<file path="config.mk">
export PLATFORM = sky130hd
export DESIGN_NAME = hazard_ctrl
export DESIGN_NICKNAME = d
export VERILOG_FILES = /design/src/rtl/hazard_ctrl.sv
export SDC_FILE = /design/constraint.sdc
export NUM_CORES = 1
export LEC_CHECK = 0
export CORE_ASPECT_RATIO = 0.7
export CORE_MARGIN = 2
export CORE_UTILIZATION = 43
export CTS_BUF_LIST = sky130_fd_sc_hd__clkbuf_8
export DETAILED_ROUTE_END_ITERATION = 12
export MAX_ROUTING_LAYER = met4
export PLACE_DENSITY = 0.79
export SYNTH_ARGS = -nofsm -noshare
export SYNTH_HDL_FRONTEND = slang
export SYNTH_SLANG_ARGS = --single-unit
export TNS_END_PERCENT = 1
</file>
<file path="constraint.sdc">
create_clock -name clk -period 1.87 [get_ports clk]
set_clock_uncertainty 0.1 [all_clocks]
set_input_delay 0.187 -clock clk [delete_from_list [all_inputs] [get_ports clk]]
set_output_delay 0.187 -clock clk [all_outputs]
set_load 0.03 [all_outputs]
</file>
<file path="src/rtl/hazard_ctrl.sv">
`default_nettype none
// ============================================================================
// Module      : hazard_ctrl
// Description : Pipeline hazard controller for a 5-stage in-order core.
//               Arbitrates memory wait, taken-branch redirect, multi-cycle
//               divide wait (with watchdog) and load-use bubbles into
//               per-stage stall/flush controls, and keeps two performance
//               counters (stalled cycles, branch redirects).
// Revision    : 1.0 - initial release
// ============================================================================
module hazard_ctrl #(
    parameter int PC_WIDTH    = 32,
    parameter int DIV_TIMEOUT = 64
) (
    input  logic                clk,
    input  logic                rst_n,
    input  logic                load_use_stall_i,
    input  logic                branch_taken_i,
    input  logic [PC_WIDTH-1:0] branch_target_i,
    input  logic                div_start_i,
    input  logic                div_done_i,
    input  logic                mem_req_i,
    input  logic                mem_ready_i,
    output logic [4:0]          stall_o,
    output logic [3:0]          flush_o,
    output logic                redirect_valid_o,
    output logic [PC_WIDTH-1:0] redirect_pc_o,
    output logic                div_timeout_o,
    output logic [31:0]         stall_cycles_o,
    output logic [31:0]         flush_count_o
);

    // ------------------------------------------------------------------------
    // Constants
    // ------------------------------------------------------------------------
    // Divide wait counter is wide enough to hold DIV_TIMEOUT-1.
    localparam int c_CNT_W = $clog2(DIV_TIMEOUT + 1);

    // Watchdog trips on the DIV_WAIT cycle whose increment would reach this.
    localparam logic [c_CNT_W-1:0] c_CNT_LAST = c_CNT_W'(DIV_TIMEOUT - 1);

    // Stall pattern: freeze PC..EXE/MEM, let MEM/WB drain (bubble it).
    localparam logic [4:0] c_STALL_FRONT = 5'b01111;
    localparam logic [3:0] c_FLUSH_WB    = 4'b1000;

    // Load-use: hold PC and IF/ID, insert a bubble into ID/EXE.
    localparam logic [4:0] c_STALL_LU    = 5'b00011;
    localparam logic [3:0] c_FLUSH_LU    = 4'b0010;

    // Taken branch: squash the two younger instructions.
    localparam logic [3:0] c_FLUSH_BR    = 4'b0011;

    localparam logic [31:0] c_CNT_MAX    = 32'hFFFF_FFFF;

    // ------------------------------------------------------------------------
    // State encoding
    // ------------------------------------------------------------------------
    typedef enum logic [1:0] {
        S_RUN      = 2'd0,
        S_BUBBLE   = 2'd1,
        S_DIV_WAIT = 2'd2
    } state_t;

    state_t               r_state;
    logic [c_CNT_W-1:0]   r_div_cnt;
    logic                 r_div_timeout;
    logic [31:0]          r_stall_cycles;
    logic [31:0]          r_flush_count;

    state_t               w_state_nxt;
    logic [c_CNT_W-1:0]   w_div_cnt_nxt;
    logic [c_CNT_W-1:0]   w_div_cnt_inc;
    logic                 w_timeout_set;
    logic                 w_mem_wait;
    logic [4:0]           w_stall;
    logic [3:0]           w_flush;
    logic                 w_redirect;

    // A data access that has not completed blocks everything, in any state.
    assign w_mem_wait    = mem_req_i & ~mem_ready_i;
    assign w_div_cnt_inc = r_div_cnt + 1'b1;

    // Next-state and output decode; priority is mem wait, branch, divide,
    // load-use. Outputs are forced quiet while reset is held.
    always_comb begin
        w_state_nxt   = r_state;
        w_div_cnt_nxt = r_div_cnt;
        w_timeout_set = 1'b0;
        w_stall       = 5'b00000;
        w_flush       = 4'b0000;
        w_redirect    = 1'b0;

        if (w_mem_wait) begin
            // State and watchdog counter stay frozen while memory is busy.
            w_stall = c_STALL_FRONT;
            w_flush = c_FLUSH_WB;
        end else begin
            case (r_state)
                S_RUN: begin
                    if (branch_taken_i) begin
                        w_flush    = c_FLUSH_BR;
                        w_redirect = 1'b1;
                    end else if (div_start_i) begin
                        w_stall       = c_STALL_FRONT;
                        w_flush       = c_FLUSH_WB;
                        w_state_nxt   = S_DIV_WAIT;
                        w_div_cnt_nxt = '0;
                    end else if (load_use_stall_i) begin
                        w_stall     = c_STALL_LU;
                        w_flush     = c_FLUSH_LU;
                        w_state_nxt = S_BUBBLE;
                    end
                end

                S_BUBBLE: begin
                    // The bubble is already in flight, so a repeated
                    // load-use flag for the same instruction is ignored.
                    w_state_nxt = S_RUN;
                    if (branch_taken_i) begin
                        w_flush    = c_FLUSH_BR;
                        w_redirect = 1'b1;
                    end else if (div_start_i) begin
                        w_stall       = c_STALL_FRONT;
                        w_flush       = c_FLUSH_WB;
                        w_state_nxt   = S_DIV_WAIT;
                        w_div_cnt_nxt = '0;
                    end
                end

                S_DIV_WAIT: begin
                    // Divide bookkeeping always advances; a taken branch only
                    // overrides what the pipeline sees this cycle.
                    if (div_done_i) begin
                        w_state_nxt = S_RUN;
                    end else if (w_div_cnt_inc == c_CNT_LAST) begin
                        // Watchdog: give up on the divider, release next cycle.
                        w_stall       = c_STALL_FRONT;
                        w_flush       = c_FLUSH_WB;
                        w_timeout_set = 1'b1;
                        w_div_cnt_nxt = w_div_cnt_inc;
                        w_state_nxt   = S_RUN;
                    end else begin
                        w_stall       = c_STALL_FRONT;
                        w_flush       = c_FLUSH_WB;
                        w_div_cnt_nxt = w_div_cnt_inc;
                    end
                    if (branch_taken_i) begin
                        w_stall    = 5'b00000;
                        w_flush    = c_FLUSH_BR;
                        w_redirect = 1'b1;
                    end
                end

                default: begin
                    w_state_nxt = S_RUN;
                end
            endcase
        end

        if (!rst_n) begin
            w_stall    = 5'b00000;
            w_flush    = 4'b0000;
            w_redirect = 1'b0;
        end
    end

    // FSM state, divide watchdog counter and sticky timeout flag.
    always_ff @(posedge clk) begin
        if (!rst_n) begin
            r_state       <= S_RUN;
            r_div_cnt     <= '0;
            r_div_timeout <= 1'b0;
        end else begin
            r_state       <= w_state_nxt;
            r_div_cnt     <= w_div_cnt_nxt;
            r_div_timeout <= r_div_timeout | w_timeout_set;
        end
    end

    // Saturating performance counters: stalled-PC cycles and redirects.
    always_ff @(posedge clk) begin
        if (!rst_n) begin
            r_stall_cycles <= 32'd0;
            r_flush_count  <= 32'd0;
        end else begin
            if (w_stall[0] && (r_stall_cycles != c_CNT_MAX)) begin
                r_stall_cycles <= r_stall_cycles + 32'd1;
            end
            if (w_redirect && (r_flush_count != c_CNT_MAX)) begin
                r_flush_count <= r_flush_count + 32'd1;
            end
        end
    end

    // ------------------------------------------------------------------------
    // Outputs
    // ------------------------------------------------------------------------
    assign stall_o          = w_stall;
    assign flush_o          = w_flush;
    assign redirect_valid_o = w_redirect;
    assign redirect_pc_o    = w_redirect ? branch_target_i : '0;
    assign div_timeout_o    = r_div_timeout;
    assign stall_cycles_o   = r_stall_cycles;
    assign flush_count_o    = r_flush_count;

endmodule
`default_nettype wire

</file>
==> results of run 1 <==
[kinds of logic after synthesis]
group,Yosys count,synth area share (%)
other,1,0.0868
AO/OA/AOI/OAI,117,17.5
buffers and inverters,46,4.72
XOR/XNOR,3,0.608
adder cells (fa/ha/maj),4,1.16
AND/OR/NAND/NOR,277,36.3
flip-flops,74,34.3
multiplexers,23,5.33
[layer usage]
layer | vias to the layer above | share of wire, % | GRT usage, %
met5 | - | 0 | -
met4 | 0 | 1.6 | 7.75
met2 | 211 | 50 | 47.4
li1 | 2514 | - | -
met1 | 2549 | 43 | 37.6
met3 | 33 | 6.1 | 6.71
[worst max-delay path by stage]
stage	from	end	slack, ns
after detailed placement	div_done_i	stall_cycles_o[22]$_SDFFE_PN0P_	-0.50
after floorplan	r_state[1]$_SDFFE_PN0P_	stall_cycles_o[16]$_SDFFE_PN0P_	-0.14
after CTS	r_state[1]$_SDFFE_PN0P_	stall_cycles_o[22]$_SDFFE_PN0P_	-0.21
after global routing	r_state[1]$_SDFFE_PN0P_	stall_cycles_o[22]$_SDFFE_PN0P_	-0.33
final	r_state[1]$_SDFFE_PN0P_	stall_cycles_o[22]$_SDFFE_PN0P_	-0.25
after global placement	div_done_i	stall_cycles_o[16]$_SDFFE_PN0P_	-0.47
[through the flow]
step | hold WS [ns] | utilization (%) | area [um^2] | total power [W]
2_1_floorplan | 0.347 | - | 4410 | 0.00192
3_3_place_gp | 0.361 | 68.7 | 6680 | 0.00217
3_5_place_dp | 0.359 | 68.7 | 6680 | 0.00218
4_1_cts | 0.197 | 73.8 | 7180 | 0.00389
5_1_grt | 0.209 | 75.6 | 7350 | 0.00401
6_report | 0.203 | 75.6 | 7350 | 0.00391
[power by group]
part           internal [W]  total (W)  switching [W]
Combinational      0.000267   0.000597       0.000329
Clock               0.00102    0.00171       0.000686
Sequential          0.00159    0.00160      0.0000157
[worst register-to-register path: cells and delay by family, from the launching register on]
kind / cells / cell delay, ns
flip-flops: 1 / 0.33
AND/OR/NAND/NOR: 2 / 0.93
AO/OA/AOI/OAI: 3 / 0.68
[state kept, by name, summed over array words and instances (netlist names)]
signal / cells
flush_count_o: 32
r_state: 2
div_timeout_o: 1
stall_cycles_o: 32
r_div_cnt: 7
[area by class of cell]
type	instances	area (um^2)
repair buffers	276	2410
multi-input cells	426	2910
inverters	13	51.3
flip-flops and latches	74	1550
well taps	128	160
fillers	645	2370
clock inverters	7	141
clock buffers	9	124
[cells in the mapped netlist (all sizes together), types with 2 or more instances]
| master | instances | share of area, % |
|---|---|---|
| a21oi | 43 | 5.0 |
| a22oi | 2 | 0.35 |
| and2 | 33 | 4.8 |
| and3 | 4 | 0.58 |
| and4 | 4 | 0.81 |
| buf | 16 | 2.1 |
| clkbuf | 17 | 1.5 |
| dfxtp | 74 | 34 |
| ha | 4 | 1.2 |
| inv | 13 | 1.1 |
| mux2i | 23 | 5.3 |
| nand2 | 55 | 4.8 |
| nand2b | 15 | 2.2 |
| nand3 | 29 | 3.5 |
| nand3b | 2 | 0.35 |
| nand4 | 22 | 3.3 |
| nor2 | 30 | 2.6 |
| nor2b | 4 | 0.58 |
| nor3 | 14 | 1.6 |
| nor3b | 3 | 0.52 |
| nor4 | 14 | 2.7 |
| nor4b | 3 | 0.75 |
| o2111ai | 5 | 1.4 |
| o211ai | 3 | 0.52 |
| o21a | 5 | 0.87 |
| o21ai | 27 | 3.5 |
| o311ai | 2 | 0.41 |
| o31a | 2 | 0.41 |
| o31ai | 18 | 3.1 |
| o41ai | 2 | 0.41 |
| or3 | 22 | 3.2 |
| or3b | 2 | 0.46 |
| or4 | 20 | 3.5 |
| xnor2 | 2 | 0.41 |
[timing repair]
action                                  in CTS  in global routing
cloned                                       0                  0
pin swaps                                   23                 12
endpoints found under the setup margin     110                119
setup buffers                                3                  4
gates resized for setup                     50                 39
==> flow_metrics.py, run 1 <==
metrics = {
    "status": {
        "status": "finished, violations left",
        "violations": "negative setup slack",
    },
    "power_and_ir_drop": {
        "p_leak_nw": 2.86,
        "ir_worst_vdd_v": 0.000369,
        "power_density_nw_per_um2": 532,
    },
    "critical_path": {
        "cp_slowest_stage_delay_ns": 0.53,
        "worst_ep_required_time_ns": 2.07,
        "ff2ff_path_depth": 5,
        "critPathKind": "reg -> reg",
        "path_buf_inv": 0,
        "end_kind": "flop",
        "crit_chain": "or3b_4, o21ai_4, o2111ai_4, or4_1, a21oi_1",
        "arrival_ns": 2.31,
        "critPathTopFamily": "simple AND/OR/NAND/NOR gates",
        "path_max_fanout": 14,
        "timing.rr.start": "r_state[1]$_SDFFE_PN0P_",
        "reg2reg_slack_ns": -0.25,
        "crit_cells": 5,
        "slowest_stage": "or4_1",
        "cp-start-kind": "flop",
        "r2r_end": "stall_cycles_o[22]$_SDFFE_PN0P_",
    },
    "die": {
        "num_io_pins": 147,
        "coreArea_um2": 9720,
        "initial_core_util_pct": 44.5,
        "rows": 30,
        "die-height_um": 87.9,
        "die_w_um": 124,
        "die_area_um2": 10900,
    },
    "layout": {
        "diodes": 0,
        "synthToLayoutAreaGrowth_pct": 70.0,
        "fin_nets": 844,
        "layout-drive-gt1-share_pct": 35.9,
        "layout_common_cells": "160 x buf_4, 95 x clkdlybuf4s50_1, 55 x nand2_1",
        "layout_commonest_cell": "buf_4",
        "fin_cells": 933,
    },
    "yosys": {
        "syn_avg_cell_area_um2": 7.93,
        "ys.warnings.count": 0,
        "ys_ff_latch": 74,
        "syn-cell-area_um2": 4320,
        "yosysUniqueCellTypes": 58,
        "synth_edf_count": 0,
        "async_flop_share_pct": 0,
        "synth_flop_cell": "dfxtp_1",
        "netlist_instances": 545,
        "ys_seq_area_share_pct": 34.3,
    },
    "clock_tree": {
        "cts_htree_levels": 3,
        "clock_sinks": 74,
        "insertion_delay_ns": 0.37,
        "cts.hold.buffers_added": 0,
        "cts.clk_slew.worst_paths_ns": 0.08,
        "cts-buffers-inserted": 9,
        "clock_path_buffers": 2,
        "cts_tree": "built",
        "cts_root_buffer": "clkbuf_8",
    },
    "min_path": {
        "whs_endpoint": "flush_count_o[17]$_SDFFE_PN0P_",
        "whs_path_depth": 4,
        "holdCritStartpoint": "rst_n",
        "worstHoldPathType": "in -> reg",
    },
    "placed_design": {
        "place_ws_ns": -0.502,
        "port_buffers": 144,
        "dp_hpwl_mm": 11.0,
        "dp.cells": 910,
        "routabilityCongestion": 0.905,
    },
    "routing": {
        "ant_nets": 0,
        "vias": 5307,
        "route.detailed.drc": 0,
        "drtIter0Drc": 422,
        "via_per_inst": 5.69,
        "drtPass1Iterations": 7,
        "wire_per_inst_um": 17.5,
        "routed_wirelength_mm": 16.3,
    },
    "timing": {
        "final.setup.tns_ns": -13.73,
        "timing.final.max_slew_violations": 0,
        "hold_viol": 0,
        "finalSetupViolCount": 101,
        "max_freq_ghz": 0.473,
        "setup_ws_ns": -0.245,
        "rsz0062_at_grt": "true",
        "post-route-min-period_ns": 2.12,
        "fin_crit_sh_pct": 113,
    },
    "global_routing": {
        "grt.total_usage_pct": 29.5,
        "grt_pass1_vias": 4971,
        "grt_max_degree": 41,
        "antenna_found_initial": 0,
        "grt_pass1_wl_mm": 24.3,
        "grt_remaining_overflow": 0,
    },
    "job": {
        "drv_cap": 0,
    },
}
Note: power is estimated with default switching activity, not from simulation.
==> inputs of run 2 (changes only) <==
--- a/config.mk
+++ b/config.mk
@@ -10,6 +10,7 @@
 export CORE_UTILIZATION = 43
 export CTS_BUF_LIST = sky130_fd_sc_hd__clkbuf_8
 export DETAILED_ROUTE_END_ITERATION = 12
+export GPL_TIMING_DRIVEN = 0
 export MAX_ROUTING_LAYER = met4
 export PLACE_DENSITY = 0.79
 export SYNTH_ARGS = -nofsm -noshare
==> run 2 against run 1 <==
Against the previous run:
- critical path depth grew 1
- sequential share of layout area grew 1.9 points
- via count shrank 5.2%
- design area shrank 6.9%
- power shrank 9.8%
- flip-flop and latch count is the same
- sequential power is essentially flat
- non-clock buffer count shrank 86
- largest power group is now sequential cells
- critical endpoint is now stall_cycles_o[16]$_SDFFE_PN0P_
- clock-buffer cell count grew 2
- global-route usage shrank 2.3 points
- critical path type unchanged
- the run still ends with negative setup slack left
- highest routed layer unchanged
- hold slack gained 0.054 ns
- combinational power grew 0.7%
==> flow_metrics.py, run 2 (synthesis gave the netlist of run 1 again) <==
metrics = {
    "timing": {
        "max-slew-margin-rel_pct": 65.2,
        "finalSetupViolCount": 100,
        "setup_ws_ns": -0.345,
        "max_freq_ghz": 0.452,
        "tightest_slew_ns": 0.522,
        "post-route-min-period_ns": 2.21,
        "hold_viol": 0,
        "rsz0062_at_grt": "true",
        "timing.final.max_slew_violations": 0,
        "fin_crit_sh_pct": 118,
    },
    "clock_tree": {
        "insertion_delay_ns": 0.37,
        "cts_tree": "built",
        "cts-buffers-inserted": 9,
        "cts_root_buffer": "clkbuf_8",
        "clock_sinks": 74,
        "cts_htree_levels": 3,
        "clock_path_buffers": 2,
        "cts.clk_slew.worst_paths_ns": 0.08,
    },
    "placed_design": {
        "place_area_um2": 6000,
        "routabilityCongestion": 0.907,
        "dp_hpwl_mm": 10.3,
        "port_buffers": 143,
    },
    "critical_path": {
        "timing.rr.start": "r_state[0]$_SDFFE_PN0P_",
        "critPathTopFamily": "simple AND/OR/NAND/NOR gates",
        "slowest_stage": "or4_1",
        "path_buf_inv": 1,
        "end_kind": "flop",
        "cp-start-kind": "flop",
        "critPathKind": "reg -> reg",
        "crit_chain": "or3b_4, o21ai_4, buf_6, o2111ai_4, or4_1, a21oi_1",
        "cp-startpoint": "r_state[0]$_SDFFE_PN0P_",
        "worst_ep_required_time_ns": 2.06,
        "r2r_end": "stall_cycles_o[16]$_SDFFE_PN0P_",
        "crit_cells": 6,
        "reg2reg_slack_ns": -0.34,
        "path_max_fanout": 6,
        "cp_slowest_stage_delay_ns": 0.54,
        "crit_end": "stall_cycles_o[16]$_SDFFE_PN0P_",
        "ff2ff_path_depth": 6,
        "arrival_ns": 2.41,
    },
    "power_and_ir_drop": {
        "ir_worst_vdd_v": 0.000357,
        "p_leak_nw": 2.39,
        "power_density_nw_per_um2": 516,
    },
    "routing": {
        "drtPass1Iterations": 5,
        "drtIter0Drc": 338,
        "vias": 5030,
        "route.detailed.drc": 0,
        "wire_per_inst_um": 17.6,
        "routed_wirelength_mm": 15.0,
        "ant_nets": 0,
        "via_per_inst": 5.93,
    },
    "global_routing": {
        "antenna_found_initial": 0,
        "grt.total_usage_pct": 27.2,
        "grt_pass1_vias": 4517,
        "grt_pass1_wl_mm": 22.6,
        "grt_max_degree": 13,
        "grt_remaining_overflow": 0,
    },
    "die": {
        "num_io_pins": 147,
        "die-height_um": 87.9,
        "die_area_um2": 10900,
        "coreArea_um2": 9720,
        "initial_core_util_pct": 44.5,
        "rows": 30,
        "die_w_um": 124,
    },
    "layout": {
        "layout_commonest_cell": "clkdlybuf4s50_1",
        "layout_common_cells": "99 x clkdlybuf4s50_1, 54 x nand2_1, 43 x buf_6",
        "fin_nets": 759,
        "diodes": 0,
        "layout-drive-gt1-share_pct": 30.0,
        "stdcell_area_um2": 6840,
        "synthToLayoutAreaGrowth_pct": 58.2,
        "fillCellCount": 750,
        "post-route-util_pct": 70.3,
    },
    "status": {
        "violations": "negative setup slack",
        "status": "finished, violations left",
    },
    "min_path": {
        "worstHoldPathType": "in -> reg",
        "whs_path_depth": 4,
    },
    "job": {
        "drv_cap": 0,
    },
}
[run 2: cell types whose count changed in the layout (fill, tap and decap cells not counted), sizes merged]
cell,delta
clkdlybuf4s15,+1
inv,+1
clkdlybuf4s50,+4
clkbuf,+16
buf,-100
bufinv,-3
dlygate4sd2,+1
o2111ai,+1
dlymetal6s2s,-6
[run 2: worst reg2reg max path: stages, from the launching register on]
cell and delay [ns]:
dfxtp_4 0.35, or3b_4 0.43, o21ai_4 0.25, buf_6 0.16
o2111ai_4 0.19, or4_1 0.54, a21oi_1 0.13
[run 2: layer usage]
metal | GRT usage, % | share of wire (%) | up-vias
li1 | - | - | 2364
met1 | 37.4 | 45 | 2455
met2 | 40.8 | 48 | 189
met3 | 5.47 | 5.8 | 22
met4 | 7.13 | 1.3 | 0
met5 | - | 0 | -
[run 2: worst min path at each step]
stage / start / endpoint / slack (ns)
finish: branch_taken_i / r_state[0]$_SDFFE_PN0P_ / 0.26
global route: branch_taken_i / r_state[0]$_SDFFE_PN0P_ / 0.29
CTS: branch_taken_i / r_state[0]$_SDFFE_PN0P_ / 0.22
floorplan: div_start_i / r_state[0]$_SDFFE_PN0P_ / 0.35
detailed placement: flush_count_o[5]$_SDFFE_PN0P_ / flush_count_o[5]$_SDFFE_PN0P_ / 0.36
global placement: flush_count_o[5]$_SDFFE_PN0P_ / flush_count_o[5]$_SDFFE_PN0P_ / 0.35
[run 2: final cells by class]
| type | count | area, um^2 | share of cell area [%] |
|---|---|---|---|
| Sequential cell | 74 | 1570 | 22.9 |
| Clock inverter | 5 | 55.1 | 0.805 |
| Clock buffer | 11 | 151 | 2.21 |
| Inverter | 13 | 55.1 | 0.805 |
| Timing Repair Buffer | 159 | 1590 | 23.2 |
| Tap cell | 128 | 160 | 2.34 |
| Buffer | 31 | 289 | 4.23 |
| Multi-Input combinational cell | 427 | 2970 | 43.5 |
[run 2: per-stage QoR]
step	hold slack (ns)	total power (W)	worst slack (ns)	setup TNS (ns)	cells
2_1_floorplan	0.347	0.00192	-0.141	-6.23	546
3_3_place_gp	0.353	0.00215	-1.49	-98.25	817
3_5_place_dp	0.362	0.00216	-1.52	-101.06	817
4_1_cts	0.224	0.00349	-0.300	-11.72	840
5_1_grt	0.292	0.00364	-0.407	-25.37	848
6_report	0.256	0.00353	-0.345	-16.38	848
[run 2: what timing repair did]
action | in CTS | in global routing
pin swaps | 26 | 20
gates resized for setup | 348 | 69
hold buffers | 0 | 0
endpoints found under the hold margin | 0 | 0
setup buffers | 7 | 8
gates cloned | 2 | 0
setup endpoints to repair | 115 | 110
[run 2: report_power, final]
part | switching (W) | internal (W)
logic | 0.000320 | 0.000281
clock network | 0.000631 | 0.000685
registers | 0.0000308 | 0.00158
==> inputs of run 3 (changes only) <==
--- a/config.mk
+++ b/config.mk
@@ -7,12 +7,13 @@
 export LEC_CHECK = 0
 export CORE_ASPECT_RATIO = 0.7
 export CORE_MARGIN = 2
-export CORE_UTILIZATION = 43
+export CORE_UTILIZATION = 51
 export CTS_BUF_LIST = sky130_fd_sc_hd__clkbuf_8
 export DETAILED_ROUTE_END_ITERATION = 12
 export GPL_TIMING_DRIVEN = 0
+export HOLD_SLACK_MARGIN = 0.08
 export MAX_ROUTING_LAYER = met4
-export PLACE_DENSITY = 0.79
+export PLACE_DENSITY = 0.88
 export SYNTH_ARGS = -nofsm -noshare
 export SYNTH_HDL_FRONTEND = slang
 export SYNTH_SLANG_ARGS = --single-unit
==> constraint.sdc (replaced) <==
create_clock -name clk -period 2.6 [get_ports clk]
set_clock_uncertainty 0.1 [all_clocks]
set_input_delay 0.26 -clock clk [delete_from_list [all_inputs] [get_ports clk]]
set_output_delay 0.26 -clock clk [all_outputs]
set_load 0.03 [all_outputs]
==> run 3 against run 2 <==
Against the previous run:
- the run now ends clean
- routed wire length shrank 11%
- power shrank 35%
- final cell count shrank 5.0%
- first-iteration DRC count grew 11%
- clock-buffer cell count is the same
- critical path depth shrank 1
- hold slack gained 0.038 ns
- sequential power shrank 27%
==> flow_metrics.py, run 3 (synthesis gave the netlist of run 1 again) <==
metrics = {
    "timing": {
        "whs_ns": 0.295,
        "final.setup.tns_ns": 0,
        "timing.final.max_slew_violations": 0,
        "hold_viol": 0,
        "tightest_slew_ns": 0.631,
        "finalSetupViolCount": 0,
        "post-route-min-period_ns": 2.59,
        "setup_ws_ns": 0.0109,
        "fin_crit_sh_pct": 99.6,
        "rsz0062_at_grt": "true",
        "max_freq_ghz": 0.386,
        "max-slew-margin-rel_pct": 57.9,
    },
    "layout": {
        "fin_nets": 743,
        "diodes": 0,
        "layout-drive-gt1-share_pct": 8.70,
        "synthToLayoutAreaGrowth_pct": 40.5,
        "layout_commonest_cell": "clkdlybuf4s50_1",
        "layout_common_cells": "104 x clkdlybuf4s50_1, 74 x dfxtp_1, 55 x nand2_1",
        "fillCellCount": 659,
        "post-route-util_pct": 72.8,
    },
    "die": {
        "coreArea_um2": 8340,
        "die_w_um": 114,
        "initial_core_util_pct": 51.8,
        "die-height_um": 81.0,
        "die_area_um2": 9240,
        "rows": 28,
        "num_io_pins": 147,
    },
    "routing": {
        "route.detailed.drc": 0,
        "routed_wirelength_mm": 13.3,
        "ant_nets": 0,
        "wire_per_inst_um": 16.4,
        "via_per_inst": 5.94,
        "vias": 4787,
        "drtIter0Drc": 376,
        "drtPass1Iterations": 5,
    },
    "global_routing": {
        "grt.total_usage_pct": 29.0,
        "grt_max_degree": 15,
        "grt_pass1_vias": 4375,
        "grt_pass1_wl_mm": 20.9,
        "antenna_found_initial": 0,
        "grt_remaining_overflow": 0,
    },
    "job": {
        "drv_cap": 0,
    },
    "power_and_ir_drop": {
        "power_w": 0.00230,
        "p_leak_nw": 2.09,
        "ir_worst_vdd_v": 0.000344,
        "power_density_nw_per_um2": 379,
    },
    "clock_tree": {
        "clock_sinks": 74,
        "insertion_delay_ns": 0.35,
        "cts.clk_slew.worst_paths_ns": 0.08,
        "clock_path_buffers": 2,
        "cts-buffers-inserted": 9,
        "cts_tree": "built",
        "cts_root_buffer": "clkbuf_8",
        "cts_htree_levels": 3,
    },
    "placed_design": {
        "routabilityCongestion": 0.871,
        "place_ws_ns": -0.894,
        "port_buffers": 143,
        "dp_hpwl_mm": 9.75,
    },
    "critical_path": {
        "end_kind": "output pin",
        "arrival_ns": 2.23,
        "critPathKind": "reg -> out",
        "path_max_fanout": 8,
        "cp-start-kind": "flop",
        "worst_ep_required_time_ns": 2.24,
    },
    "status": {
        "status": "finished, final reports clean",
    },
    "min_path": {
        "worstHoldPathType": "in -> reg",
    },
}
## run 3: cell count changes in the layout (fill, tap and decap cells not counted), sizes merged
cell	delta
clkinvlp	-1
clkinv	-2
buf	-53
dlygate4sd2	+22
bufinv	-1
dlymetal6s2s	+1
o2111ai	-1
inv	+1
clkdlybuf4s50	+5
clkdlybuf4s15	+9
clkbuf	+1
## run 3: report_power, final
group          switching [W]  total (W)  internal, W
sequential         0.0000255    0.00117      0.00114
combinational       0.000202   0.000351     0.000149
clock               0.000406   0.000782     0.000377
## run 3: area by class of cell
| class | count | area (um^2) | share of cell area [%] |
|---|---|---|---|
| Buffer | 31 | 155 | 2.56 |
| Clock buffer | 11 | 151 | 2.49 |
| Clock inverter | 2 | 7.51 | 0.124 |
| Inverter | 13 | 51.3 | 0.845 |
| Multi-Input combinational cell | 426 | 2680 | 44.1 |
| Sequential cell | 74 | 1480 | 24.4 |
| Tap cell | 105 | 131 | 2.16 |
| Timing Repair Buffer | 144 | 1420 | 23.3 |
## run 3: worst paths after layout
kind	startpoint	endpoint	slack [ns]	depth (start not counted)
max	r_state[1]$_SDFFE_PN0P_	stall_o[0]	0.01	5
min reg2reg	div_timeout_o$_SDFF_PN0_	div_timeout_o$_SDFF_PN0_	0.39	2
min	branch_taken_i	flush_count_o[4]$_SDFFE_PN0P_	0.29	3
max reg2reg	r_state[1]$_SDFFE_PN0P_	stall_cycles_o[20]$_SDFFE_PN0P_	0.12	7
## run 3: worst max-delay path: stages, from the launching register on
cell           delay (ns)
dfxtp_1              0.50
or3b_4               0.47
o21ai_4              0.21
o21ai_2              0.14
inv_1                0.15
dlygate4sd2_1        0.41
## run 3: per-layer routing
| metal | GRT usage (%) | vias up | wire length, um |
|---|---|---|---|
| met2 | 45.3 | 196 | 6240 |
| met3 | 5.97 | 21 | 878 |
| li1 | - | 2312 | - |
| met1 | 38.1 | 2258 | 5960 |
| met4 | 8.78 | 0 | 174 |
| met5 | - | - | 0 |
## run 3: timing repair
| action | CTS | global route |
|---|---|---|
| setup buffers | 1 | 0 |
| hold buffers | 0 | 0 |
| gates cloned | 0 | 0 |
| pin swaps | 1 | 0 |
| resized for setup | 64 | 12 |
| endpoints found under the setup margin | 38 | 52 |
## run 3: per-stage QoR
stage	std cells	cell area, um^2
after global placement	794	5890
after detailed placement	794	5890
after CTS	806	6040
after global routing	806	6070
final	806	6070
after floorplan	546	4330
==> edit 1: new RTL, settings of run 3 <==
Set the localparam `c_CNT_MAX` to 32'hBFFFFFFF (it was 32'hFFFF_FFFF).
--- a/src/rtl/hazard_ctrl.sv
+++ b/src/rtl/hazard_ctrl.sv
@@ -50,7 +50,7 @@
     // Taken branch: squash the two younger instructions.
     localparam logic [3:0] c_FLUSH_BR    = 4'b0011;
 
-    localparam logic [31:0] c_CNT_MAX    = 32'hFFFF_FFFF;
+    localparam logic [31:0] c_CNT_MAX    = 32'hBFFFFFFF;
 
     // ------------------------------------------------------------------------
     // State encoding
Function: same outputs for any inputs over 4 cycles, from zero or initial values and one cycle with rst_n low; that may be too few to reach the edited logic, so the function may still have changed.
==> edit 1 against run 3 <==
Design area grew 3.9%; area after synthesis grew 2.4%; via count grew 4.3%; clock power grew 2.8%; wire length grew 10%; count of clock-buffer cells in the layout shrank 1; sequential cell count is the same; global-route usage grew 2.4 points; power grew 2.1%; worst setup slack gained 45 ps; fmax grew 1.8%; utilization grew 1.9 points; final cell count grew 3.6%; critical path type unchanged; critical endpoint is now stall_o[1].
==> edit 1: results (changes against run 3) <==
outcome: "finished, final reports clean"  # unchanged
max_cap_violations: 0  # unchanged
place_hpwl_mm: 10.40  # was 9.750 mm
p_clk_w: 0.000804  # was 0.000782 W
cts-buffers-inserted: 9  # unchanged
synth_mux_area_share_pct: 5.201  # was 5.327%
synth_common_cells: "dfxtp_1 (74), nand2_1 (55), a21oi_1 (40), and2_1 (34)"  # was dfxtp_1 (74), nand2_1 (55), a21oi_1 (43), and2_1 (33), nor2_1 (30)
synth_top_family_by_area: "simple AND/OR/NAND/NOR gates"  # unchanged
peakVddDrop_v: 0.0002455  # was 0.0003439 V
path_max_fanout: 10  # was 8
gp_congestion: 0.8758  # was 0.8707
wl_mm: 14.65  # was 13.26 mm
grt_pass1_wl_mm: 22.65  # was 20.89 mm
worst_slew_pin_slew_ps: 737.6  # was 631.4 ps
dpl-instance-area_sq_um: 6012  # was 5888 sq um
nets: 754  # was 743
r2r_start: "stall_cycles_o[0]$_SDFFE_PN0P_"  # was r_state[1]$_SDFFE_PN0P_
startpoint: "r_state[1]$_SDFFE_PN0P_"  # unchanged
power_frac_seq_pct: 49.1  # was 50.8%
hold_start: "rst_n"  # was branch_taken_i
first_iter_violations: 616  # was 376
synth.distinct_cells: 62  # was 58
critPathTopFamily: "buffers and inverters"  # unchanged
min_path_type: "in2reg"  # unchanged
fillerInstances: 630  # was 659
drive_gt1_share_pct: 14.83  # was 8.702%
cts-resized-gates: 105  # was 64
max_stage_delay_ps: 430  # was 500 ps
via_count: 4994  # was 4787
root_buffer: "clkbuf_8"  # unchanged
synthArstFlopShare_pct: 0  # unchanged
yosysSeqAreaShare_pct: 33.47  # was 34.28%
portBuffers: 143  # unchanged
netlist_top_cells_area: "dfxtp_1 (33%), mux2i_1 (5.2%), and2_1 (4.8%)"  # was dfxtp_1 (34%), mux2i_1 (5.3%), a21oi_1 (5.0%)
p_leak_nw: 2.148  # was 2.087 nW
crit_path_top_delay_cell: "or3b_4"  # was dfxtp_1
dr.pass1.iters: 5  # unchanged
synthAdderAreaFrac_pct: 1.131  # was 1.158%
grt_max_degree: 13  # was 15
p_int_w: 0.001678  # was 0.001670 W
yosys.area_share.xor_xnor_pct: 0.7914  # was 0.6080%
finalMaxSlewViolations: 0  # unchanged
synth_top_area_share_pct: 33.47  # was 34.28%
track_usage_pct: 31.36  # was 28.97%
synth-compound-area-share_pct: 16.05  # was 17.54%
grt_pass1_vias: 4477  # was 4375
[edit 1: cell types whose count changed after synthesis, sizes merged, moves of 4 or more]
cell / before / now
buf: 16 / 21
nor4b: 3 / 9
o2111ai: 5 / 1
or3: 22 / 17
nor3: 14 / 10
o21ai: 27 / 20
[edit 1: worst paths after layout]
| kind | cells after the start | slack, ps | end |
|---|---|---|---|
| setup / recovery | 9 | 60 | stall_o[1] |
| hold / removal | 3 | 180 | stall_cycles_o[28]$_SDFFE_PN0P_ |
| setup reg to reg | 6 | 110 | stall_cycles_o[16]$_SDFFE_PN0P_ |
| hold reg to reg | 2 | 390 | div_timeout_o$_SDFF_PN0_ |
[edit 1: area by class of cell]
type	instances	area share [%]
buffer	37	3.630
inverter	12	0.7538
clock buffer	10	2.182
timing repair buffer	150	23.80
sequential	74	23.49
tap	120	2.380
clock inverter	6	0.5158
multi-input combinational	426	43.25
[edit 1: cells by family (layout without fill, tap and decap cells)]
kind of cell	Yosys count	after routing
simple gates	283	283
buf+inv	49	215
compound gates	110	110
xor+xnor	4	4
other cells	1	2
mux	23	23
fa+ha+maj	4	4
flops	74	74
[edit 1: metrics by stage]
step	utilization, %	worst slack, ps	hold slack (ps)	cells
global route	74.70	-97.69	218.7	835
floorplan	-	269.5	371.6	549
CTS	73.80	-197.3	157.3	829
detailed placement	71.21	-666.2	361.3	812
finish	74.70	55.49	176.0	835
global placement	71.21	-595.3	348.2	812
[edit 1: metal layers]
| metal | wire length, um | global-route usage [%] | share of wire, % | vias to the layer above |
|---|---|---|---|---|
| met5 | 0 | - | 0 | - |
| met4 | 283 | 8.675 | 1.9 | 0 |
| met3 | 1096 | 5.756 | 7.5 | 31 |
| met2 | 6795 | 49.82 | 46 | 241 |
| met1 | 6469 | 41.21 | 44 | 2374 |
| li1 | - | - | - | 2348 |
==> edit 2: new RTL, flow settings as in run 3 <==
Made on the original files. The 3 states of `state_t` get a one-hot encoding in 3 bits.
--- a/src/rtl/hazard_ctrl.sv
+++ b/src/rtl/hazard_ctrl.sv
@@ -55,10 +55,10 @@
     // ------------------------------------------------------------------------
     // State encoding
     // ------------------------------------------------------------------------
-    typedef enum logic [1:0] {
-        S_RUN      = 2'd0,
-        S_BUBBLE   = 2'd1,
-        S_DIV_WAIT = 2'd2
+    typedef enum logic [2:0] {
+        S_RUN      = 3'b001,
+        S_BUBBLE   = 3'b010,
+        S_DIV_WAIT = 3'b100
     } state_t;
 
     state_t               r_state;
Function: no difference found for any inputs over 4 cycles, from zero or initial values and one cycle with rst_n low; so few cycles prove little.
==> edit 2 against run 3 <==
First-iteration DRC count increased by 21%; critical path depth rose by 3; power up 22%; sequential cell count increased by 1; design area decreased by 0.99%; final cell count fell by 2.4%; wire length grew 7.8%; utilization increased by 2.9 points; area after synthesis down 2.3%; synthesized cell count down 3.7%; worst setup slack improved by 7.0 ps; non-clock buffer count unchanged; critical endpoint is now flush_count_o[13]$_SDFFE_PN0P_.
==> edit 2: results (changes against run 3) <==
synth_common_cells: "dfxtp_1 (75), nand2_1 (49), nor2_1 (49), and2_1 (46), nand3_1 (37)"  # was dfxtp_1 (74), nand2_1 (55), a21oi_1 (43), and2_1 (33), nor2_1 (30)
first_iter_violations: 456  # was 376
via_per_inst: 6.020  # was 5.939
critPathArrivalTime_ps: 2710  # was 2230 ps
r2r_setup_slack_ps: 20  # was 120 ps
place_hpwl_mm: 10.28  # was 9.750 mm
p_clk_w: 0.000914  # was 0.000782 W
nNonClkInverters: 6  # was 13
critPathTopFamily: "simple AND/OR/NAND/NOR gates"  # was buffers and inverters
multi_input_comb_area_sq_um: 2634  # was 2676 sq um
hold_start: "rst_n"  # was branch_taken_i
nets: 725  # was 743
met2_usage_pct: 48.02  # was 45.30%
p_leak_nw: 2.292  # was 2.087 nW
worst_slew_pin_slew_ps: 771.2  # was 631.4 ps
synth.distinct_cells: 53  # was 58
synth-seq-cells: 75  # was 74
outcome: "finished, final reports clean"  # unchanged
gp_congestion: 0.9764  # was 0.8707
r2r_end: "flush_count_o[13]$_SDFFE_PN0P_"  # was stall_cycles_o[20]$_SDFFE_PN0P_
crit_path_top_delay_cell: "or4_4"  # was dfxtp_1
power_switching_share_pct: 32.14  # was 27.51%
timing.hold.ws_ps: 244.8  # was 294.5 ps
drt-met1-wl_mm: 5.868  # was 5.963 mm
met3WireLength_mm: 1.372  # was 878 um
detail_route.wl_per_cell_um: 18.15  # was 16.45 um
clk_latency_ps: 370  # was 350 ps
yosysSeqAreaShare_pct: 35.57  # was 34.28%
grt_use_met3_pct: 9.358  # was 5.970%
startpoint: "flush_count_o[19]$_SDFFE_PN0P_"  # was r_state[1]$_SDFFE_PN0P_
grt_pass1_vias: 4295  # was 4375
netlist_top_cells_area: "dfxtp_1 (36%), and2_1 (6.8%), nand3_1 (4.4%)"  # was dfxtp_1 (34%), mux2i_1 (5.3%), a21oi_1 (5.0%)
met1_usage_pct: 38.76  # was 38.14%
grt_pass1_wl_mm: 21.57  # was 20.89 mm
dr_wl_met2_mm: 6.739  # was 6.239 mm
powerComb_w: 0.000672  # was 0.000351 W
path_max_fanout: 10  # was 8
drive_gt1_share_pct: 16.76  # was 8.702%
-- edit 2: cell count changes after synthesis, moves of 13 or more --
cell            run 3  this run
or3_1              22         6
a21oi_1            43        23
and3_1              4        18
nor2_1             30        49
and2_1             33        46
xor2_1              1        21
mux2i_1            23        10
-- edit 2: per-stage QoR --
stage          instances  utilization, %  instance area (sq um)  power [W]
2_1_floorplan        526               -                   4235   0.001614
3_3_place_gp         770           72.97                   5793   0.001868
3_5_place_dp         770           72.97                   5793   0.001888
4_1_cts              785           74.47                   5912   0.002768
5_1_grt              787           75.73                   6012   0.002885
6_report             787           75.73                   6012   0.002799
-- edit 2: logic make-up (layout without fill, tap and decap cells) --
logic type	Yosys count	after routing	synth area share [%]
AO/OA/AOI/OAI	70	70	10.64
AND/OR/NAND/NOR	295	295	38.86
flip-flops	75	75	35.57
buffers and inverters	37	197	4.446
multiplexers	10	10	2.371
adder cells (fa/ha/maj)	4	4	1.186
XOR/XNOR	33	33	6.847
other	1	2	0.08883
